$ cat config.mk
export PLATFORM = sky130hd
export DESIGN_NAME = fme_input_sequencer
export DESIGN_NICKNAME = d
export VERILOG_FILES = /design/src/rtl/fme_input_sequencer.sv
export SDC_FILE = /design/constraint.sdc
export NUM_CORES = 2
export LEC_CHECK = 0
export ABC_CLOCK_PERIOD_IN_PS = 21400
export CORE_ASPECT_RATIO = 1.75
export CORE_MARGIN = 1.5
export CORE_UTILIZATION = 40
export DETAILED_ROUTE_END_ITERATION = 12
export SLEW_MARGIN = 5
export SYNTH_ARGS = -nofsm -noshare
export SYNTH_HDL_FRONTEND = slang
export SYNTH_SLANG_ARGS = --single-unit
$ cat constraint.sdc
create_clock -name clock -period 21.4 [get_ports clock]
set_input_delay 4.28 -clock clock [delete_from_list [all_inputs] [get_ports clock]]
set_output_delay 4.28 -clock clock [all_outputs]
set_load 0.05 [all_outputs]
$ cat src/rtl/fme_input_sequencer.sv
// Replays the fixed 55-cycle fme input schedule from internal pixel/original/lambda buffers.
// Optional build macro FME_SEQ_DOUBLE_BUFFER_EN: ping-pong pixel banks so pixels can be loaded while streaming.
module fme_input_sequencer #(
    parameter int DATAWIDTH = 8
) (
    input  logic                 clock,
    input  logic                 reset,
    input  logic                 wr_en,
    input  logic [1:0]           wr_sel,
    input  logic [7:0]           wr_addr,
    input  logic [DATAWIDTH+7:0] wr_data,
    input  logic                 start,
    output logic                 busy,
    output logic                 done,
    output logic                 wr_err,
    output logic                 fme_enable,
    output logic [DATAWIDTH-1:0] in_0,
    output logic [DATAWIDTH-1:0] in_1,
    output logic [DATAWIDTH-1:0] in_2,
    output logic [DATAWIDTH-1:0] in_3,
    output logic [DATAWIDTH-1:0] in_4,
    output logic [DATAWIDTH-1:0] in_5,
    output logic [DATAWIDTH-1:0] in_6,
    output logic [DATAWIDTH-1:0] in_7,
    output logic [DATAWIDTH-1:0] in_8,
    output logic [DATAWIDTH-1:0] in_9,
    output logic [DATAWIDTH-1:0] in_10,
    output logic [DATAWIDTH-1:0] in_11,
    output logic [DATAWIDTH-1:0] in_12,
    output logic [DATAWIDTH-1:0] in_13,
    output logic [DATAWIDTH-1:0] in_14,
    output logic [DATAWIDTH-1:0] in_15,
    output logic [DATAWIDTH-1:0] original_0,
    output logic [DATAWIDTH-1:0] original_1,
    output logic [DATAWIDTH-1:0] original_2,
    output logic [DATAWIDTH-1:0] original_3,
    output logic [DATAWIDTH-1:0] original_4,
    output logic [DATAWIDTH-1:0] original_5,
    output logic [DATAWIDTH-1:0] original_6,
    output logic [DATAWIDTH-1:0] original_7,
    output logic [DATAWIDTH+7:0] lambda_r_SAD_0,
    output logic [DATAWIDTH+7:0] lambda_r_SAD_1,
    output logic [DATAWIDTH+7:0] lambda_r_SAD_2,
    output logic [DATAWIDTH+7:0] lambda_r_SAD_3,
    output logic [DATAWIDTH+7:0] lambda_r_SAD_4,
    output logic [DATAWIDTH+7:0] lambda_r_SAD_5
);
    localparam int LW = DATAWIDTH + 8;
    localparam logic [5:0] LAST_T = 6'd54;
    localparam logic [5:0] LAM_OFS [6] = '{6'd0, 6'd7, 6'd14, 6'd27, 6'd34, 6'd41};

    typedef enum logic {IDLE, RUN} state_t;
    state_t     state;
    logic [5:0] cnt;

`ifdef FME_SEQ_DOUBLE_BUFFER_EN
    localparam int   NBANK             = 2;
    localparam logic PIX_WR_WHILE_BUSY = 1'b1;
    logic play_bank;
    logic load_bank;
    assign load_bank = ~play_bank;
`else
    localparam int   NBANK             = 1;
    localparam logic PIX_WR_WHILE_BUSY = 1'b0;
    logic play_bank;
    logic load_bank;
    assign play_bank = 1'b0;
    assign load_bank = 1'b0;
`endif

    logic [DATAWIDTH-1:0] int_mem  [NBANK][256];
    logic [DATAWIDTH-1:0] orig_mem [NBANK][64];
    logic [LW-1:0]        lam_mem  [48];
    logic [DATAWIDTH-1:0] in_q     [16];
    logic [DATAWIDTH-1:0] orig_q   [8];
    logic [LW-1:0]        lam_q    [6];

    logic range_ok, busy_ok, wr_ok, lam_wr;
    always_comb begin
        range_ok = 1'b0;
        case (wr_sel)
            2'd0:    range_ok = 1'b1;
            2'd1:    range_ok = (wr_addr < 8'd64);
            2'd2:    range_ok = (wr_addr < 8'd48);
            default: range_ok = 1'b0;
        endcase
        busy_ok = !busy || (PIX_WR_WHILE_BUSY && (wr_sel != 2'd2));
        wr_ok   = wr_en && range_ok && busy_ok;
        lam_wr  = wr_ok && (wr_sel == 2'd2);
    end

    always_ff @(posedge clock) begin
        if (wr_ok) begin
            case (wr_sel)
                2'd0:    int_mem[load_bank][wr_addr] <= wr_data[DATAWIDTH-1:0];
                2'd1:    orig_mem[load_bank][wr_addr[5:0]] <= wr_data[DATAWIDTH-1:0];
                2'd2:    lam_mem[wr_addr[5:0]] <= wr_data;
                default: ;
            endcase
        end
    end

    // start is taken when idle or in the done cycle (busy=1, done=1); any other start is dropped.
    // The edge that takes start produces the t=0 outputs.
    logic       accept, run_next, in_window, orig_window, ime;
    logic [5:0] t_next;
    logic [3:0] int_col;
    logic [2:0] orig_col, grp;
    logic [5:0] lam_idx  [6];
    logic [LW-1:0] lam_next [6];

    always_comb begin
        accept      = start && ((state == IDLE) || (cnt == LAST_T));
        run_next    = accept || ((state == RUN) && (cnt != LAST_T));
        t_next      = accept ? 6'd0 : cnt + 6'd1;
        in_window   = (t_next >= 6'd1) && (t_next <= 6'd16);
        orig_window = (t_next >= 6'd6) && (t_next <= 6'd13);
        int_col     = 4'(t_next - 6'd1);
        orig_col    = 3'(t_next - 6'd6);
        ime         = 1'b0;
        grp         = 3'd6;
        if (t_next <= 6'd16)      ime = 1'b1;
        else if (t_next <= 6'd27) grp = 3'd3;
        else if (t_next == 6'd28) grp = 3'd0;
        else if (t_next <= 6'd36) grp = 3'd4;
        else if (t_next == 6'd37) grp = 3'd1;
        else if (t_next <= 6'd45) grp = 3'd5;
        else if (t_next == 6'd46) grp = 3'd2;
        // A lambda write landing on the same edge as t=0 must be visible at t=0.
        for (int k = 0; k < 6; k++) begin
            lam_idx[k]  = ime ? (6'd21 + 6'(k)) : (LAM_OFS[k] + {3'd0, grp});
            lam_next[k] = (lam_wr && (wr_addr[5:0] == lam_idx[k])) ? wr_data : lam_mem[lam_idx[k]];
        end
    end

    always_ff @(posedge clock) begin
        if (!reset) begin
            state      <= IDLE;
            cnt        <= '0;
            busy       <= 1'b0;
            done       <= 1'b0;
            wr_err     <= 1'b0;
            fme_enable <= 1'b0;
            for (int r = 0; r < 16; r++) in_q[r] <= '0;
            for (int r = 0; r < 8; r++) orig_q[r] <= '0;
            for (int k = 0; k < 6; k++) lam_q[k] <= '0;
`ifdef FME_SEQ_DOUBLE_BUFFER_EN
            play_bank  <= 1'b0;
`endif
        end else begin
            wr_err <= wr_en && !wr_ok;
            if (run_next) begin
                state      <= RUN;
                cnt        <= t_next;
                busy       <= 1'b1;
                fme_enable <= 1'b1;
                done       <= (t_next == LAST_T);
                for (int k = 0; k < 6; k++) lam_q[k] <= lam_next[k];
                if (in_window)
                    for (int r = 0; r < 16; r++) in_q[r] <= int_mem[play_bank][{4'(r), int_col}];
                if (orig_window)
                    for (int r = 0; r < 8; r++) orig_q[r] <= orig_mem[play_bank][{3'(r), orig_col}];
            end else begin
                state      <= IDLE;
                busy       <= 1'b0;
                fme_enable <= 1'b0;
                done       <= 1'b0;
                for (int k = 0; k < 6; k++) lam_q[k] <= '0;
            end
`ifdef FME_SEQ_DOUBLE_BUFFER_EN
            if (accept) play_bank <= ~play_bank;
`endif
        end
    end

    assign in_0  = in_q[0];
    assign in_1  = in_q[1];
    assign in_2  = in_q[2];
    assign in_3  = in_q[3];
    assign in_4  = in_q[4];
    assign in_5  = in_q[5];
    assign in_6  = in_q[6];
    assign in_7  = in_q[7];
    assign in_8  = in_q[8];
    assign in_9  = in_q[9];
    assign in_10 = in_q[10];
    assign in_11 = in_q[11];
    assign in_12 = in_q[12];
    assign in_13 = in_q[13];
    assign in_14 = in_q[14];
    assign in_15 = in_q[15];
    assign original_0 = orig_q[0];
    assign original_1 = orig_q[1];
    assign original_2 = orig_q[2];
    assign original_3 = orig_q[3];
    assign original_4 = orig_q[4];
    assign original_5 = orig_q[5];
    assign original_6 = orig_q[6];
    assign original_7 = orig_q[7];
    assign lambda_r_SAD_0 = lam_q[0];
    assign lambda_r_SAD_1 = lam_q[1];
    assign lambda_r_SAD_2 = lam_q[2];
    assign lambda_r_SAD_3 = lam_q[3];
    assign lambda_r_SAD_4 = lam_q[4];
    assign lambda_r_SAD_5 = lam_q[5];
endmodule

# After elaboration in Yosys (flattened, before gate mapping)

Memory sizes are Yosys's and may differ from the RTL's.
Index checks and enable logic that the tools add are counted.

Flip-flop bits (word level): 9
Memory bits (writable): 3616
Input bits: 30
Output and inout bits: 292
Logic and storage cells: 312
Memories kept: 6

Add/sub/neg operators: 8
Magnitude comparators: 37
Equal/unequal tests: 14
Multiplexer cells: 158
Bitwise gates (word level): 63
Reduce and logical (&&, ||, !) cells: 22

Memory list:

| name     | depth | width | rd ports | clocked after memory_dff | write ports | line | RTL |
|---|---|---|---|---|---|---|---|
| int_mem  | 1     | 2048  | 1        | 0                        | 1           | 71   | `logic [DATAWIDTH-1:0] int_mem [NBANK][256];` |
| lam_mem  | 48    | 16    | 6        | 0                        | 1           | 73   | `logic [LW-1:0] lam_mem [48];` |
| orig_mem | 1     | 512   | 1        | 0                        | 1           | 72   | `logic [DATAWIDTH-1:0] orig_mem [NBANK][64];` |
| in_q     | 16    | 8     | 16       | 0                        | 16          | 74   | `logic [DATAWIDTH-1:0] in_q [16];` |
| lam_q    | 6     | 16    | 6        | 0                        | 6           | 76   | `logic [LW-1:0] lam_q [6];` |
| orig_q   | 8     | 8     | 8        | 0                        | 8           | 75   | `logic [DATAWIDTH-1:0] orig_q [8];` |

Operator list:

| kind                                        | number |
|---|---|
| two-way mux 2048 bit                        | 1 |
| binary-select mux 8 bit (select 8 bit)      | 16 |
| two-way mux 8 bit                           | 74 |
| two-way mux 512 bit                         | 1 |
| binary-select mux 8 bit (select 6 bit)      | 8 |
| two-way mux 16 bit                          | 18 |
| >= comparator 9 bit (second input constant) | 17 |
| NOT 8 -> 9 bit                              | 9 |
| demux 8 bit (select 8 bit)                  | 1 |
| >= comparator 7 bit (second input constant) | 9 |
| demux 8 bit (select 6 bit)                  | 1 |
| NOT 7 -> 9 bit                              | 4 |
| OR 1 bit                                    | 36 |
| NOT 6 -> 7 bit                              | 5 |
| == test 6 bit (second input constant)       | 4 |
| two-way mux 6 bit                           | 4 |
| two-way mux 1 bit                           | 23 |
| two-way mux 3 bit                           | 7 |
| == test 6 x 5 -> 1 bit                      | 3 |
| == test 6 bit                               | 3 |
| NOT 6 -> 9 bit                              | 2 |
| logical AND 1 bit                           | 16 |
| two-way mux 5 bit                           | 3 |
| NOT 5 -> 7 bit                              | 2 |
| other kinds (30)                            | 35 |

# Depth between registers and ports, before layout

Depth after elaboration: 19
Gate-level depth with buffers: 34
Depth with buffers taken out: 22

# Worst setup path before layout

No wires, ideal clock.

Kind: input -> register
Start: in start
End: mem in_q[0][0] (enable)
Library setup time: 510 ps
Arrival: 10498 ps
Required time: 20890 ps
Setup slack: 10393 ps
Stages on the path: 18
Buffers on the path: 8
Cells stage by stage: inv_1 o22a_1 clkbuf_1 clkbuf_1 nand2_1 clkbuf_1 clkbuf_1 ha_1 nand2_1 a21oi_1 o211ai_1 and2_1 clkbuf_1 buf_2 buf_2 buf_2 nor3_1 nand2b_1

RTL lines:

| what               | line | RTL |
|---|---|---|
| start: declaration | 12   | `input logic start,` |
| end: declaration   | 74   |  |

==> results.ini <==
[status]
outcome = complete, no violations

[final_layout]
final_common_cell = edfxtp_1
area_growth_pct = 13.6
num-fill-cells = 32031
drive_above_1_share = 0.0873
multiInputGateArea_sq_um = 36400
seq_area_sq_um = 109000
final_cells = 15767
nNetsFinal = 10631
mostFrequentLayoutCells = 3,616 x edfxtp_1, 1,359 x nand2_1, 636 x nor2_1

[clock_network]
path_clk_slew_ps = 70
clk_latency_ps = 970
cts_max_level = 5
cts-buffers-inserted = 338
cts_resized = 0
postCtsHoldBufs = 0
postCtsSetupBuffers = 0
cts_tree = done
cts_num_sinks = 3625
clockBufferDepth = 4
root_buffer = clkbuf_16

[worst_setup_path]
required_ps = 22050
cp_max_fo = 64
crit_type = input port to register
end_kind = register
r2r_slack_ps = 13550
start_kind = input port
crit_arrival_ps = 10840

[drt]
routed_via_density = 6.27
drtIter0Drc = 14169
wl_per_cell_um = 34.0
drtAntennaViolNets = 0
drc = 0
num_vias = 98827
firstDrtPassIters = 12
drt_wl_total_mm = 536

[placed_design]
port_buffers = 321
gp_routability_congestion = 0.937
numPlacedInstances = 15136
dp_hpwl_mm = 335

[synth]
synth_ff_type = edfxtp_1
syn_area_sq_um = 147000
ys_seq_area_frac = 0.737
synth_cells = 10401
yosysUniqueCellTypes = 79
synthArstFlopShare = 0
yosys_warnings = 0
ys_ff_latch = 3625
synth_edf_count = 3616
synth_area_per_cell_sq_um = 14.2

[sta]
fmaxAchievable_ghz = 0.0981
finalSetupTns_ps = 0
slew_violations = 0
period_minus_slack_ps = 10190
slew_headroom = 0.0405
finClkSkew_ps = 93.1
rsz0062_at_grt = no
finalSetupViolations = 0
hold_violations = 0
worst_pin_slew_ps = 1440
min_period_over_period = 0.476

[floorplan]
coreArea_sq_um = 367000
dieArea_sq_um = 373000
dieHeight_um = 806
num_rows = 294
die_w_um = 462
start_util = 0.402
pin_count = 322

[grt]
overflow = 0
grt_busiest_layer = met2
grt_pass1_wl_mm = 742
gr-usage-met3 = 0.0518
use_met1 = 0.323
grt_max_degree = 167
antenna_found_initial = 31
track_usage = 0.281
grt_pass1_vias = 96091
grt_util_met2 = 0.471

[worst_hold_path]
holdCritPathClass = register to register

[power_and_ir_drop]
p_per_area_nw_per_um2 = 91.6
finalPower_mw = 15.4
ir_drop_mv = 0.0735
p_leak_nw = 53.8

[run]
max_cap_violations = 0

[flip-flops by register name, summed over array words and instances (netlist names), 6 cells and up]
signal	flops
lam_q	96
cnt	6
orig_q	64
int_mem	2048
lam_mem	768
in_q	128
orig_mem	512
[stage by stage]
| step | util | area [sq um] | hold slack, ps | setup WS (ps) |
|---|---|---|---|---|
| 2_1_floorplan | - | 148000 | 566 | 10390 |
| 3_3_place_gp | 0.427 | 157000 | 599 | 10110 |
| 3_5_place_dp | 0.427 | 157000 | 606 | 9910 |
| 4_1_cts | 0.457 | 168000 | 634 | 10860 |
| 5_1_grt | 0.457 | 168000 | 656 | 10780 |
| 6_report | 0.457 | 168000 | 628 | 11210 |
[cell families after synthesis]
group                      after synthesis  share of synthesized area
adders and majority gates                9                   0.000764
muxes                                  440                     0.0326
DFF                                   3625                      0.737
buffers and inverters                  837                     0.0218
xor gates and xnor gates                16                    0.00100
other                                    1                  0.0000254
AOI/OAI and AO/OA                     2556                      0.121
and+or+nand+nor                       2917                     0.0851
[cells in the mapped netlist (all sizes together) (186+ instances only)]
master	number	area (sq um)
a222oi	290	2900
o21ai	416	2080
nor2	671	2530
clkbuf	634	2380
a22oi	186	1400
a221oi	192	1680
o22ai	195	1230
nand3	285	1430
nor3	250	1250
nand2	1375	5170
edfxtp	3616	109000
a21oi	553	2770
mux2i	343	3430
[worst max-delay path, stage by stage]
cell,delay [ps]
clkdlybuf4s50_1,440
inv_1,220
o22a_4,650
nand2_4,270
ha_4,250
nand2_1,90
a21oi_1,90
o211ai_1,580
and2_4,630
nand2b_1,150
buf_4,270
ha_1,230
buf_4,230
and3_2,240
buf_4,330
a41oi_1,390
nor2_1,80
a21oi_1,180
or3_1,770
o211ai_1,190
o211a_1,190
[power breakdown]
| part | internal (mW) | switching, mW |
|---|---|---|
| sequential | 7.86 | 0.0580 |
| clock | 3.38 | 2.73 |
| combinational | 0.331 | 0.987 |
| total | 11.6 | 3.78 |
[area by class of cell]
cell class | count | share of cell area
Clock inverter | 197 | 0.0120
Sequential cell | 3625 | 0.649
Timing Repair Buffer | 574 | 0.0315
Tap cell | 4884 | 0.0365
Antenna cell | 24 | 0.000358
Inverter | 19 | 0.000433
Clock buffer | 410 | 0.0530
Multi-Input combinational cell | 6034 | 0.217
[per-layer routing]
metal / vias up / part of all wire
met4: 18 / 0.084
met5: - / 0.00022
li1: 41217 / -
met3: 1513 / 0.091
met2: 6143 / 0.49
met1: 49936 / 0.34
[worst paths after layout]
| kind | start | end | cells after the start |
|---|---|---|---|
| worst max register to register | cnt[0] | lam_q[0][49] | 16 |
| worst min-delay path | orig_mem[0][81] | orig_q[1][17] | 2 |
| worst min register to register | orig_mem[0][81] | orig_q[1][17] | 2 |
| worst max-delay path | start | lam_q[0][51] | 21 |
No activity file was read; power rests on OpenSTA's default activity.
